`src/rtl/signal_period_meter_pkg.sv`:
```
// Shared definitions for the signal period meter.
// - meter_state_t : FSM state encoding (IDLE=0, ARM=1, HIGH=2, LOW=3, HOLD=4)
// - DEF_CNT_W / DEF_SYNC_STAGES : default parameter values
package signal_period_meter_pkg;

  localparam int DEF_CNT_W       = 16;
  localparam int DEF_SYNC_STAGES = 2;

  typedef enum logic [2:0] {
    IDLE = 3'd0,
    ARM  = 3'd1,
    HIGH = 3'd2,
    LOW  = 3'd3,
    HOLD = 3'd4
  } meter_state_t;

endpackage

```
`src/rtl/signal_period_meter_sync_edge_detect.sv`:
```
// Synchroniser plus edge detector for the asynchronous measured waveform.
// Ports:
//   clk, rst_n : clock, synchronous active-low reset
//   sig_in     : asynchronous input waveform
//   sig_s      : sig_in delayed by SYNC_STAGES clocks
//   rise/fall  : one-cycle pulses when sig_s changes 0->1 / 1->0
module sync_edge_detect #(
  parameter int SYNC_STAGES = 2
) (
  input  logic clk,
  input  logic rst_n,
  input  logic sig_in,
  output logic sig_s,
  output logic rise,
  output logic fall
);

  logic [SYNC_STAGES-1:0] sync_q;
  logic                   sig_d;

  always_ff @(posedge clk) begin
    if (!rst_n) begin
      sync_q <= '0;
      sig_d  <= 1'b0;
    end else begin
      sync_q <= {sync_q[SYNC_STAGES-2:0], sig_in};
      sig_d  <= sync_q[SYNC_STAGES-1];
    end
  end

  assign sig_s = sync_q[SYNC_STAGES-1];
  assign rise  = sig_s & ~sig_d;
  assign fall  = ~sig_s & sig_d;

endmodule

```
`src/rtl/signal_period_meter.sv`:
```
// Measures high-phase, low-phase and period length (in clk cycles) of a
// 1-bit square wave and presents the result on a valid/ready output.
// Ports:
//   clk, rst_n       : clock, synchronous active-low reset
//   sig_in           : waveform under measurement (asynchronous)
//   enable           : 1 = arm and measure, 0 = abort to IDLE (ignored in HOLD)
//   meas_ready       : consumer ready
//   meas_valid       : result valid (HOLD state)
//   high_cnt/low_cnt : phase lengths, saturating at 2^CNT_W-1
//   period_cnt       : high_cnt + low_cnt, CNT_W+1 bits
//   overflow         : a phase counter saturated in this measurement
//   busy             : state is ARM, HIGH or LOW
//   dbg_state        : current FSM state
// Handshake: a result is transferred on every posedge where meas_valid and
// meas_ready are both 1; while meas_valid=1 and meas_ready=0 the result and
// meas_valid stay unchanged.
module signal_period_meter
  import signal_period_meter_pkg::*;
#(
  parameter int CNT_W       = DEF_CNT_W,
  parameter int SYNC_STAGES = DEF_SYNC_STAGES
) (
  input  logic             clk,
  input  logic             rst_n,
  input  logic             sig_in,
  input  logic             enable,
  input  logic             meas_ready,
  output logic             meas_valid,
  output logic [CNT_W-1:0] high_cnt,
  output logic [CNT_W-1:0] low_cnt,
  output logic [CNT_W:0]   period_cnt,
  output logic             overflow,
  output logic             busy,
  output meter_state_t     dbg_state
);

  localparam logic [CNT_W-1:0] CNT_MAX = '1;

  logic sig_s, rise, fall;

  sync_edge_detect #(.SYNC_STAGES(SYNC_STAGES)) u_sync (
    .clk    (clk),
    .rst_n  (rst_n),
    .sig_in (sig_in),
    .sig_s  (sig_s),
    .rise   (rise),
    .fall   (fall)
  );

  meter_state_t     state, state_nxt;
  logic [CNT_W-1:0] hcnt, hcnt_nxt, lcnt, lcnt_nxt;
  logic [CNT_W-1:0] hcnt_inc, lcnt_inc;
  logic             load_res, res_ovf;
  logic [CNT_W-1:0] res_high, res_low;

  assign hcnt_inc = hcnt + 1'b1;
  assign lcnt_inc = lcnt + 1'b1;

  always_ff @(posedge clk) begin
    if (!rst_n) begin
      state      <= IDLE;
      hcnt       <= '0;
      lcnt       <= '0;
      high_cnt   <= '0;
      low_cnt    <= '0;
      period_cnt <= '0;
      overflow   <= 1'b0;
    end else begin
      state <= state_nxt;
      hcnt  <= hcnt_nxt;
      lcnt  <= lcnt_nxt;
      // Results load on the same edge that enters HOLD, so data and
      // meas_valid appear together.
      if (load_res) begin
        high_cnt   <= res_high;
        low_cnt    <= res_low;
        period_cnt <= {1'b0, res_high} + {1'b0, res_low};
        overflow   <= res_ovf;
      end
    end
  end

  always_comb begin
    state_nxt = state;
    hcnt_nxt  = hcnt;
    lcnt_nxt  = lcnt;
    load_res  = 1'b0;
    res_high  = hcnt;
    res_low   = lcnt;
    res_ovf   = 1'b0;
    case (state)
      IDLE: begin
        hcnt_nxt = '0;
        lcnt_nxt = '0;
        if (enable) state_nxt = ARM;
      end
      ARM: begin
        // Abort takes priority over a rise in the same cycle.
        if (!enable) begin
          state_nxt = IDLE;
          hcnt_nxt  = '0;
          lcnt_nxt  = '0;
        end else if (rise) begin
          state_nxt = HIGH;
          hcnt_nxt  = {{(CNT_W-1){1'b0}}, 1'b1};
          lcnt_nxt  = '0;
        end
      end
      HIGH: begin
        if (!enable) begin
          state_nxt = IDLE;
          hcnt_nxt  = '0;
          lcnt_nxt  = '0;
        end else if (fall) begin
          state_nxt = LOW;
          lcnt_nxt  = {{(CNT_W-1){1'b0}}, 1'b1};
        end else if (sig_s) begin
          hcnt_nxt = hcnt_inc;
          // Saturated high phase: stuck or too-slow input.
          if (hcnt_inc == CNT_MAX) begin
            state_nxt = HOLD;
            load_res  = 1'b1;
            res_high  = CNT_MAX;
            res_low   = '0;
            res_ovf   = 1'b1;
          end
        end
      end
      LOW: begin
        if (!enable) begin
          state_nxt = IDLE;
          hcnt_nxt  = '0;
          lcnt_nxt  = '0;
        end else if (rise) begin
          state_nxt = HOLD;
          load_res  = 1'b1;
        end else if (!sig_s) begin
          lcnt_nxt = lcnt_inc;
          if (lcnt_inc == CNT_MAX) begin
            state_nxt = HOLD;
            load_res  = 1'b1;
            res_low   = CNT_MAX;
            res_ovf   = 1'b1;
          end
        end
      end
      HOLD: begin
        if (meas_ready) begin
          state_nxt = enable ? ARM : IDLE;
          hcnt_nxt  = '0;
          lcnt_nxt  = '0;
        end
      end
      default: state_nxt = IDLE;
    endcase
  end

  assign meas_valid = (state == HOLD);
  assign busy       = (state == ARM) || (state == HIGH) || (state == LOW);
  assign dbg_state  = state;

endmodule

```
`config.mk`:
```
export PLATFORM = sky130hd
export DESIGN_NAME = signal_period_meter
export DESIGN_NICKNAME = d
export VERILOG_FILES = /design/src/rtl/signal_period_meter_pkg.sv /design/src/rtl/signal_period_meter_sync_edge_detect.sv /design/src/rtl/signal_period_meter.sv
export SDC_FILE = /design/constraint.sdc
export NUM_CORES = 1
export LEC_CHECK = 0
export CORE_UTILIZATION = 45
export CTS_BUF_LIST = sky130_fd_sc_hd__clkbuf_16
export DETAILED_ROUTE_END_ITERATION = 7
export DONT_BUFFER_PORTS = 1
export HOLD_SLACK_MARGIN = 0.12
export PLACE_DENSITY = 0.61
export SLEW_MARGIN = 20
export SYNTH_ARGS = -nofsm -noshare
export SYNTH_HDL_FRONTEND = slang
export SYNTH_SLANG_ARGS = --single-unit
export TNS_END_PERCENT = 5
```
`constraint.sdc`:
```
create_clock -name clk -period 6.6 [get_ports clk]
set_input_delay 1.32 -clock clk [delete_from_list [all_inputs] [get_ports clk]]
set_output_delay 1.32 -clock clk [all_outputs]
set_load 0.02 [all_outputs]
```
==> results.json <==
{
  "root_buffer": "clkbuf_16",
  "yosys.cell_types.count": 64,
  "cts_tree": "done",
  "initial_core_util_pct": 46.6,
  "critPathLaunch": "hcnt[4]",
  "utilization_pct": 49.0,
  "post-place-cells": 771,
  "hold_slack_ns": 0.434,
  "max_stage_delay_ns": 0.63,
  "worst_slew_pin_slew_ns": 0.917,
  "drt-pass1-iter-count": 5,
  "cp_data_arrival_time_ns": 5.31,
  "critPathBufInv": 2,
  "p_leak_nw": 1.90,
  "end_kind": "flip-flop",
  "timing_worst_setup_path_type": "flip-flop to flip-flop",
  "core_area_um2": 10900,
  "areaGrowthSynthToFinish_pct": 5.23,
  "setup_viol": 0,
  "rows": 38,
  "synth.avg_cell_area_um2": 7.46,
  "detailed_place.area_um2": 5080,
  "cts_resized": 0,
  "syn_inst": 683,
  "finalCritPeriodShare_pct": 77.5,
  "clockBufferDepth": 2,
  "async_flop_share_pct": 0,
  "wl_mm": 14.0,
  "crit_slowest_cell": "or4b_2",
  "grt_max_degree": 41,
  "min_period_ns": 5.11,
  "post-place-ws_ns": 1.60,
  "cts.clk_slew.worst_paths_ns": 0.06,
  "synth_edf_count": 0,
  "htree_levels": 3,
  "routedWlPerCell_um": 17.8,
  "grt_util_all_layers_pct": 24.9,
  "cp-start-kind": "flip-flop",
  "fmax_mhz": 196,
  "numCtsBuffers": 9,
  "insertedDiodeCount": 0,
  "grt_pass1_vias": 4415,
  "cts_setup_buffers": 0,
  "finalClockSkew_ns": 0.00585,
  "final_cell_area_um2": 5360,
  "gp_congestion": 0.917,
  "ios": 60,
  "finalSetupTns_ns": 0,
  "insertion_delay_ns": 0.35,
  "rsz0062_at_grt": "false",
  "r2r_start": "hcnt[4]",
  "layout-drive-gt1-share_pct": 5.57,
  "path_cells": "nand3_1, nor3_2, or4b_2, nand3_1, nand4_1, buf_4, inv_1, a21oi_1, ha_1, fa_1, a211oi_1, nor2_1, or2_2, a311oi_1, o31ai_1, o21ai_0, xor2_1, a21oi_1",
  "dp_hpwl_mm": 10.1,
  "power_per_cell_area_nw_per_um2": 239,
  "dr.first_iter.drc_count": 359,
  "crit_fanout": 23,
  "synth_fp_nets": 709,
  "yosysWarnings": 0,
  "hold_viol_final": 0,
  "grt_pass1_wl_mm": 22.8,
  "num_vias": 4755,
  "slew_viol_final": 0,
  "fin_nets": 668,
  "vias_per_cell": 6.05,
  "hold_path_class": "flip-flop to flip-flop",
  "synth_area_um2": 5090,
  "die_y_um": 108,
  "relSlewSlack_pct": 38.6,
  "drc": 0,
  "die_x_um": 108,
  "die_area_um2": 11800,
  "ys_ff_latch": 88,
  "cap_violations": 0,
  "clock_sinks": 88,
  "r2r_slack_ns": 1.49,
  "status": "finished, final reports clean",
  "holdBufCountCts": 0,
  "io_buffers": 0,
  "ant_nets": 0,
  "worst_slack_ns": 1.49,
  "finalPower_mw": 1.28,
  "antenna_found_initial": 0,
  "ys_seq_area_share_pct": 34.6,
  "hold_start": "u_sync.sync_q[0]",
  "ir_drop_mv": 0.163,
  "fin_cells": 786,
  "synth_flop_cell": "dfxtp_1",
  "cp.required_ns": 6.80,
  "overflow": 0,
  "cp_top_family": "simple AND/OR/NAND/NOR gates"
}
## routing by layer
metal	wire [um]	global-route usage (%)	part of all wire, %
met3	834	4.70	6.0
met1	6490	33.2	46
met4	248	8.88	1.8
met2	6440	40.1	46
met5	0	0	0
## layout by cell type (no fill, tap or decap), drive strengths merged, types with 9 or more instances in the layout
cell type,netlist,layout
nand2,96,96
dfxtp,88,88
a21oi,87,87
nor2,63,63
o21ai,43,43
nand3,24,24
ha,20,20
xnor2,16,16
and2,16,16
nor3,16,16
inv,13,15
nand4,14,14
a31oi,12,12
nor2b,10,10
or3,10,10
clkbuf,46,9
## cell usage after synthesis (all sizes together), types with 14 or more instances
library cell  count  share of area (%)
and2             16                2.0
nand4            14                1.8
xnor2            16                2.8
dfxtp            88                 35
nor3             16                2.0
nand3            24                2.4
a21oi            87                8.5
nand2            96                7.1
clkbuf           46                3.4
o21ai            43                4.2
ha               20                4.9
nor2             63                4.6
## area by class of cell
class	count	area, um^2
clock buffer	9	225
fill	1108	5570
multi-input combinational	523	3040
inverter	14	52.6
clock inverter	6	60.1
sequential	88	1760
timing repair buffer	6	45.0
tap	140	175
## logic make-up after synthesis
kind of cell / after synthesis / synth area share (%)
buf+inv: 72 / 5.72
fa+ha+maj: 21 / 5.30
flops: 88 / 34.6
xor+xnor: 20 / 3.44
simple gates: 291 / 28.5
compound gates: 187 / 21.6
mux: 4 / 0.786
## power breakdown
| group | switching (mW) | internal [mW] |
|---|---|---|
| clock network | 0.215 | 0.290 |
| registers | 0.0413 | 0.542 |
| logic | 0.130 | 0.0644 |
| total | 0.386 | 0.896 |
## final timing paths
check	to	cells after the start
worst max-delay path	period_cnt[14]	18
worst min-delay path	u_sync.sync_q[1]	1
worst max register to register	period_cnt[14]	18
worst min register to register	u_sync.sync_q[1]	1
## sequential cells by signal (all words and copies together) (netlist names)
signal / flops
overflow: 1
low_cnt: 16
u_sync.sync_q: 2
hcnt: 16
period_cnt: 17
u_sync.sig_d: 1
dbg_state: 3
high_cnt: 16
lcnt: 16
Note: power is estimated with default switching activity, not from simulation.
